`src/rtl/melody_player.sv`:
```
// melody_player: steps a fixed song table and drives 4-bit note codes (15 = rest) to the tone generator.
// Optional build macro MELODY_GAP_EN: force a GAP_MS trailing rest at the end of every note.
module melody_player #(
    parameter int TICK_DIV = 1000,
    parameter int UNIT_MS  = 125,
    parameter int GAP_MS   = 10,
    parameter int SONG_LEN = 32
) (
    input  logic       RESET,
    input  logic       CLK_1M,
    input  logic       START,
    input  logic       STOP,
    input  logic       LOOP,
    output logic [3:0] NOTE,
    output logic       PLAYING,
    output logic [4:0] IDX,
    output logic       DONE
);
    localparam int            TW        = (TICK_DIV > 1) ? $clog2(TICK_DIV) : 1;
    localparam logic [TW-1:0] TICK_LAST = TW'(TICK_DIV - 1);
    localparam logic [15:0]   UNIT_LEN  = 16'(UNIT_MS);
    localparam logic [4:0]    IDX_LAST  = 5'(SONG_LEN - 1);
    localparam logic [3:0]    REST      = 4'd15;

    if (UNIT_MS < 1 || UNIT_MS > 4369 || GAP_MS >= UNIT_MS) begin : gParamCheck
        $error("melody_player: UNIT_MS must be 1..4369 and GAP_MS must be below UNIT_MS");
    end

    typedef enum logic [1:0] {IDLE, LOAD, PLAY} state_t;

    state_t        r_state, w_stateNext;
    logic          r_startQ;
    logic [TW-1:0] r_tickCnt, w_tickNext;
    logic [15:0]   r_msCnt, w_msNext;
    logic [3:0]    r_note, w_noteNext;
    logic [4:0]    r_idx, w_idxNext;
    logic          r_playing;
    logic          r_done, w_doneNext;
    logic          w_startEdge;
    logic          w_endSong;
    logic [7:0]    w_entry;
`ifdef MELODY_GAP_EN
    localparam logic [15:0] GAP_LEN = 16'(GAP_MS);
    logic [3:0]    r_pitch, w_pitchNext;
`endif

    // Song table entries are {note, dur}; dur = 0 marks the end of the song.
    function automatic logic [7:0] songEntry(input logic [4:0] idx);
        case (idx)
            5'd0, 5'd1: songEntry = 8'h72;
            5'd2, 5'd3: songEntry = 8'h92;
            5'd4, 5'd5: songEntry = 8'h72;
            5'd6:       songEntry = 8'h44;
            default:    songEntry = 8'h00;
        endcase
    endfunction

    assign w_startEdge = START & ~r_startQ;
    assign w_entry     = songEntry(r_idx);

    always_comb begin
        w_stateNext = r_state;
        w_tickNext  = r_tickCnt;
        w_msNext    = r_msCnt;
        w_noteNext  = r_note;
        w_idxNext   = r_idx;
        w_doneNext  = 1'b0;
        w_endSong   = 1'b0;
`ifdef MELODY_GAP_EN
        w_pitchNext = r_pitch;
`endif
        if (STOP) begin
            w_stateNext = IDLE;
            w_noteNext  = REST;
        end else begin
            case (r_state)
                IDLE: begin
                    w_noteNext = REST;
                    if (w_startEdge) begin
                        w_stateNext = LOAD;
                        w_idxNext   = 5'd0;
                    end
                end
                LOAD: begin
                    if (w_entry[3:0] != 4'd0) begin
                        w_noteNext  = w_entry[7:4];
                        w_msNext    = {12'd0, w_entry[3:0]} * UNIT_LEN;
                        w_tickNext  = '0;
                        w_stateNext = PLAY;
`ifdef MELODY_GAP_EN
                        w_pitchNext = w_entry[7:4];
`endif
                    end else begin
                        w_endSong = 1'b1;
                    end
                end
                PLAY: begin
                    if (r_tickCnt == TICK_LAST) begin
                        w_tickNext = '0;
                        w_msNext   = r_msCnt - 16'd1;
                        if (r_msCnt == 16'd1) begin
                            if (r_idx == IDX_LAST) begin
                                w_endSong = 1'b1;
                            end else begin
                                w_idxNext   = r_idx + 5'd1;
                                w_stateNext = LOAD;
                            end
                        end
                    end else begin
                        w_tickNext = r_tickCnt + TW'(1);
                    end
`ifdef MELODY_GAP_EN
                    w_noteNext = (w_msNext <= GAP_LEN) ? REST : r_pitch;
`endif
                end
                default: w_stateNext = IDLE;
            endcase

            // NOTE is left alone when looping so the last pitch bridges the restart.
            if (w_endSong) begin
                if (LOOP) begin
                    w_idxNext   = 5'd0;
                    w_stateNext = LOAD;
                end else begin
                    w_doneNext  = 1'b1;
                    w_noteNext  = REST;
                    w_stateNext = IDLE;
                end
            end
        end
    end

    always_ff @(posedge CLK_1M or negedge RESET) begin
        if (!RESET) begin
            r_state   <= IDLE;
            r_startQ  <= 1'b0;
            r_tickCnt <= '0;
            r_msCnt   <= '0;
            r_note    <= REST;
            r_idx     <= 5'd0;
            r_playing <= 1'b0;
            r_done    <= 1'b0;
`ifdef MELODY_GAP_EN
            r_pitch   <= REST;
`endif
        end else begin
            r_state   <= w_stateNext;
            r_startQ  <= START;
            r_tickCnt <= w_tickNext;
            r_msCnt   <= w_msNext;
            r_note    <= w_noteNext;
            r_idx     <= w_idxNext;
            r_playing <= (w_stateNext != IDLE);
            r_done    <= w_doneNext;
`ifdef MELODY_GAP_EN
            r_pitch   <= w_pitchNext;
`endif
        end
    end

    assign NOTE    = r_note;
    assign PLAYING = r_playing;
    assign IDX     = r_idx;
    assign DONE    = r_done;

endmodule
```
`config.mk`:
```
export PLATFORM = sky130hd
export DESIGN_NAME = melody_player
export DESIGN_NICKNAME = d
export VERILOG_FILES = /design/src/rtl/melody_player.sv
export SDC_FILE = /design/constraint.sdc
export NUM_CORES = 1
export LEC_CHECK = 0
export CAP_MARGIN = 20
export CORE_MARGIN = 1
export CORE_UTILIZATION = 54
export DETAILED_ROUTE_END_ITERATION = 8
export GPL_TIMING_DRIVEN = 0
export PLACE_DENSITY = 0.78
export SLEW_MARGIN = 15
export SYNTH_ARGS = -nofsm -noshare
export SYNTH_HDL_FRONTEND = slang
export SYNTH_SLANG_ARGS = --single-unit
```
`constraint.sdc`:
```
create_clock -name CLK_1M -period 2.7 [get_ports CLK_1M]
set_clock_uncertainty 0.1 [all_clocks]
set_input_delay 0.405 -clock CLK_1M [delete_from_list [all_inputs] [get_ports CLK_1M]]
set_output_delay 0.405 -clock CLK_1M [all_outputs]
set_load 0.005 [all_outputs]
```
==> results_dict.tcl, run 1 <==
set metrics [dict create \
    number_of_synthesized_flops_with_an_enable_pin 0 \
    initial_antenna_violation_count 0 \
    placement_rows 25 \
    synth-seq-area-share_pct 36.3 \
    crit_arrival_ps 2680 \
    finalSetupViolations 0 \
    die_area_um2 5420 \
    die_height_um 73.6 \
    endpoint_kind "flip-flop" \
    postSynth.asyncResetShare_pct 100 \
    start_kind "flip-flop" \
    synth_mux_area_share_pct 1.08 \
    drt_pre_antenna_iters 5 \
    design_area_um2 3190 \
    synthDistinctLibCells 62 \
    antenna_cells 0 \
    max_clock_freq_mhz 384 \
    grt_overflow_total 0 \
    grt_start_max_net_pins 22 \
    worstPathRequired_ps 2780 \
    synth-adder-area-share_pct 7.68 \
    clk-insertion-delay-late_ps 290 \
    flops_latches_synth 40 \
    route.detailed.drc 0 \
    timing.rr.start "IDX[0]" \
    route.detailed.vias_per_inst 6.29 \
    leakage_nw 1.37 \
    drive_gt1_share_pct 11.3 \
    timing.max_cap.violations 0 \
    dominant_combinational_cell_family_by_area_after_synthesis "simple AND/OR/NAND/NOR gates" \
    netlist.area_leader.share_pct 32.5 \
    min_path_type "reg2reg" \
    postSynthAreaPerCell_um2 8.71 \
    maximum_number_of_buffers_from_clock_root_to_sink 2 \
    timing_hold_violations_final 0 \
    pwr_density_cell_nw_per_um2 697 \
    yosysWarnings 0 \
    clkSlewWorstSetupHoldPaths_ps 70 \
    detail-route-antenna-nets 0 \
    reg2reg_setup_slack_ps 100 \
    worst_ir_drop_vdd_uv 501 \
    final-max-slew-violation-count 0 \
    core-area_um2 4820 \
    synth-simple-area-share_pct 26.2 \
    cts_num_sinks 40 \
    synthXorXnorAreaFrac_pct 2.53 \
    place_congestion 0.895 \
    grt_first_pass_wirelength_um 11200 \
    postSynthNetCount 340 \
    floorplan.initialDensity_pct 57.5 \
    min_period_ps 2600 \
    drt_wirelength_um 6740 \
    first_global_vias 2392 \
    run_status "complete, no violations" \
    slew_headroom_pct 52.3 \
    smallest_setup_slack_after_layout_ps 98.7 \
    drtIter0Drc 219 \
    timing.hold.worst_path_depth 2 \
    min_period_over_period_pct 96.3 \
    htree_num_levels 2 \
    post_synth_most_frequent_cells "dfrtp_1 (36), nand2_1 (26), a21oi_1 (23)" \
    dominant_cell_by_count_in_the_synthesized_netlist "dfrtp_1" \
    vias 2591 \
    synth_flop_cell "dfrtp_1" \
    worst-setup-path-type "reg2reg" \
    detailed_place_hpwl_um 4890 \
    fill_cells 414 \
    rr_endpoint "r_msCnt[7]" \
    yosys_top_cell_by_area "dfrtp_1" \
    io-pin-count 16 \
    worstHoldStart "NOTE[0]" \
    grt_use_total_pct 27.1 \
    area_of_combinational_cells_with_multiple_inputs_um2 1670 \
    max_slew.worst_pin.slew_ps 710 \
    post-place-ws_ps -433 \
    portBuffers 15 \
    synth-compound-area-share_pct 21.6 \
    numCtsBuffers 5 \
    area_growth_pct 15.1 \
    worstSetupStartpoint "IDX[0]" \
    min_to "NOTE[0]" \
    worstPathMaxFanout 10 \
    clock_tree.root_cell "clkbuf_8" \
    cts_tree "yes" \
    place_area_um2 3030 \
    chipWidth_um 73.6 \
    synth_area_um2 2770 \
    nNetsFinal 366 \
    netlist_top_cells_area "dfrtp_1 (33%), ha_1 (7.7%), a21oi_1 (4.2%), nand4_1 (3.8%), dfstp_2 (3.8%)" \
    wl_per_cell_um 16.3 \
    rr_worst_depth 10 \
    final-seq-area_um2 1010 \
    synthesis.instances 318 \
]
-- routing by layer --
metal / GRT usage, % / part of all wire, % / up-vias
met3: 4.39 / 4.9 / 24
met4: 12.8 / 2.5 / 0
met2: 43.2 / 47 / 93
met1: 35.8 / 45 / 1227
li1: - / - / 1247
met5: 0 / 0 / -
-- how the worst max path moves through the flow --
stage                        end  slack [ps]
finish                r_msCnt[7]         100
global route          r_msCnt[2]         -30
CTS                   r_msCnt[7]          60
detailed placement  r_tickCnt[9]        -430
global placement    r_tickCnt[9]        -350
floorplan             r_msCnt[7]         100
-- worst max-delay path, stage by stage (launching register included) --
cell and delay (ps):
dfrtp_2 420, inv_1 80, ha_1 220, or2_2 320, a22oi_2 270, ha_4 220
a21oi_2 90, and2_1 160, buf_2 180, buf_2 210, o22a_1 210
-- kinds of logic after synthesis --
group / after synthesis
AOI/OAI and AO/OA: 87
xor gates and xnor gates: 8
adders and majority gates: 17
buffers and inverters: 32
DFF: 40
muxes: 3
and+or+nand+nor: 131
-- power breakdown --
part	internal [W]	leakage [nW]	switching (W)
Sequential	0.000712	0.526	0.000109
Combinational	0.000398	0.793	0.000566
Clock	0.000233	0.0515	0.000204
Total	0.00134	1.37	0.000879
-- repair_timing --
action                                  4_1_cts  5_1_grt
pin swaps                                     1        0
hold endpoints to repair                     19        0
hold buffers                                  1        0
setup buffers                                 1        1
endpoints found under the setup margin       37       13
gates resized for setup                       5        5
-- layout make-up --
class	instances	area share (%)
Sequential cell	40	31.6
Timing Repair Buffer	19	6.20
Buffer	15	2.12
Tap cell	67	2.63
Inverter	17	2.00
Clock buffer	8	3.14
Multi-Input combinational cell	246	52.3
-- per-stage QoR --
stage	power (W)	TNS, ps	hold slack [ps]	instances	utilization (%)
2_1_floorplan	0.00148	0	9.41	318	-
3_3_place_gp	0.00170	-4690	389	400	62.4
3_5_place_dp	0.00174	-8300	297	401	62.9
4_1_cts	0.00221	0	411	411	65.6
5_1_grt	0.00239	-60.1	451	412	66.2
6_report	0.00222	0	406	412	66.2
-- state kept, by name (all words and copies together), names as in the netlist --
name,count
IDX,5
r_msCnt,16
r_tickCnt,10
r_startQ,1
DONE,1
PLAYING,1
r_state,2
NOTE,4
-- cell usage in the layout (no fill, tap or decap), types with 10 or more instances in the layout --
master and count:
inv_1 16, a21oi_1 22, nand4_1 17, nand2_1 26, nor2_1 20, o21ai_0 14
nor3_1 11, dfrtp_1 35, nand3_1 10, clkdlybuf4s50_1 14, ha_1 16
(Power assumes the default switching activity.)
==> run 2, diff against run 1 <==
CORE_ASPECT_RATIO = 1.25   (was unset)
CTS_BUF_LIST = sky130_fd_sc_hd__clkbuf_16   (was unset)
==> results_dict.tcl, run 2 (synthesized netlist as in run 1, its figures left out) <==
set metrics [dict create \
    run_status "complete, no violations" \
    leakage_nw 1.42 \
    clock_tree.root_cell "clkbuf_16" \
    die_area_um2 5420 \
    totalNegativeSetupSlack_ps 0 \
    cp.depth 10 \
    timing.max_cap.violations 0 \
    largest_reg_flops 16 \
    number_of_buffers_and_inverters_on_the_critical_path 3 \
    worstPathMaxFanout 10 \
    pwr_density_cell_nw_per_um2 790 \
    worst_ir_drop_vdd_uv 471 \
    rr_endpoint "r_msCnt[7]" \
    cpPeakStageDelay_ps 440 \
    worst-setup-path-type "reg2reg" \
    final_cell_mix "dfrtp_1 (35), nand2_1 (26), a21oi_1 (22)" \
    wl_per_cell_um 17.9 \
    min_period_over_period_pct 95.9 \
    portBuffers 15 \
    cts_num_sinks 40 \
    min_period_ps 2590 \
    route.detailed.drc 0 \
    endpoint_kind "flip-flop" \
    vias 2670 \
    rr_worst_depth 10 \
    crit_family "buffers and inverters" \
    drt_wirelength_um 7260 \
    most_common_cell_after_layout_fill_and_taps_aside "dfrtp_1" \
    worstPathRequired_ps 2770 \
    htree_num_levels 2 \
    detailed_place_hpwl_um 5100 \
    chipWidth_um 66.0 \
    antenna_cells 0 \
    post_layout_nonfiller_instances 405 \
    floorplan.initialDensity_pct 57.3 \
    timing_hold_violations_final 0 \
    drt_pre_antenna_iters 5 \
    clk-insertion-delay-late_ps 280 \
    clkSlewWorstSetupHoldPaths_ps 60 \
    max_clock_freq_mhz 386 \
    core-area_um2 4830 \
    numCtsBuffers 5 \
    detail-route-antenna-nets 0 \
    reg2reg_setup_slack_ps 110 \
    timing.critical_path.to "r_msCnt[7]" \
    smallest_setup_slack_after_layout_ps 111 \
    drtIter0Drc 278 \
    slew_headroom_pct 53.5 \
    nNetsFinal 366 \
    place_area_um2 3020 \
    start_kind "flip-flop" \
    max_slew.worst_pin.slew_ps 692 \
    route.detailed.vias_per_inst 6.59 \
    grt_start_max_net_pins 23 \
    initial_antenna_violation_count 0 \
    place_congestion 0.891 \
    design_area_um2 3270 \
    timing.rr.start "IDX[0]" \
    cts_tree "yes" \
    area_growth_pct 18.0 \
    cp_cell_sequence "buf_4 > ha_1 > or2_2 > a22oi_2 > ha_4 > a21oi_2 > and2_1 > buf_2 > buf_2 > o22a_1" \
    rsz0062_at_grt "false" \
    numPlacedInstances 394 \
    final-max-slew-violation-count 0 \
    maximum_number_of_buffers_from_clock_root_to_sink 2 \
    post-place-ws_ps -412 \
    largest_register "r_msCnt" \
    worstSetupStartpoint "IDX[0]" \
    crit_arrival_ps 2660 \
    drive_gt1_share_pct 11.3 \
    io-pin-count 16 \
    finalSetupViolations 0 \
    first_global_vias 2552 \
    placement_rows 28 \
    crit_slowest_cell "dfrtp_2" \
    die_height_um 82.1 \
    cpMostUsedCell "buf_2" \
    min_path_type "reg2reg" \
    grt_use_total_pct 29.4 \
    grt_overflow_total 0 \
    grt_first_pass_wirelength_um 12000 \
]
==> run 2: repair_timing <==
action | 4_1_cts | 5_1_grt
hold buffers | 1 | 0
endpoints found under the setup margin | 37 | 17
pin swaps | 1 | 1
hold endpoints to repair | 15 | 0
gates resized for setup | 5 | 5
setup buffers | 1 | 2
==> run 2: worst min path at each step <==
| stage | startpoint | endpoint | cells past startpoint |
|---|---|---|---|
| after floorplan | RESET | DONE | 0 |
| after global placement | NOTE[3] | NOTE[3] | 2 |
| after detailed placement | RESET | r_startQ | 1 |
| after CTS | r_msCnt[12] | r_msCnt[12] | 1 |
| after global routing | r_msCnt[12] | r_msCnt[12] | 1 |
| final | r_msCnt[12] | r_msCnt[12] | 1 |
==> run 2: layout make-up <==
cell class / count / area [µm²]
Inverter: 17 / 63.8
Multi-Input combinational cell: 246 / 1660
Buffer: 14 / 63.8
Fill cell: 386 / 1570
Clock inverter: 3 / 63.8
Sequential cell: 40 / 1010
Clock buffer: 5 / 125
Timing Repair Buffer: 20 / 205
Tap cell: 60 / 75.1
==> run 2: through the flow <==
stage | hold slack [ps] | util [%] | power (W)
floorplan | 9.41 | - | 0.00148
global placement | 391 | 62.0 | 0.00171
detailed placement | 296 | 62.5 | 0.00175
CTS | 407 | 67.0 | 0.00254
global route | 417 | 67.6 | 0.00274
finish | 407 | 67.6 | 0.00258
==> run 2: worst register-to-register path, delay by kind of cell, from the launching register on <==
kind / cells / cell delay, ps
AOI/OAI and AO/OA: 3 / 520
adders and majority gates: 2 / 410
buffers and inverters: 3 / 530
DFF: 1 / 440
and+or+nand+nor: 2 / 470
==> run 2: power breakdown <==
group	internal [W]	switching [W]	total [W]
clock network	0.000527	0.000245	0.000772
logic	0.000402	0.000586	0.000988
registers	0.000713	0.000107	0.000819
total	0.00164	0.000938	0.00258
==> run 2: layer usage <==
layer	vias to the layer above	wire length [µm]	share of wire, %	GRT usage [%]
met5	-	0	0	0
li1	1241	-	-	-
met3	30	329	4.5	4.72
met2	108	3660	50	50.5
met4	0	244	3.4	16.2
met1	1291	3030	42	34.7
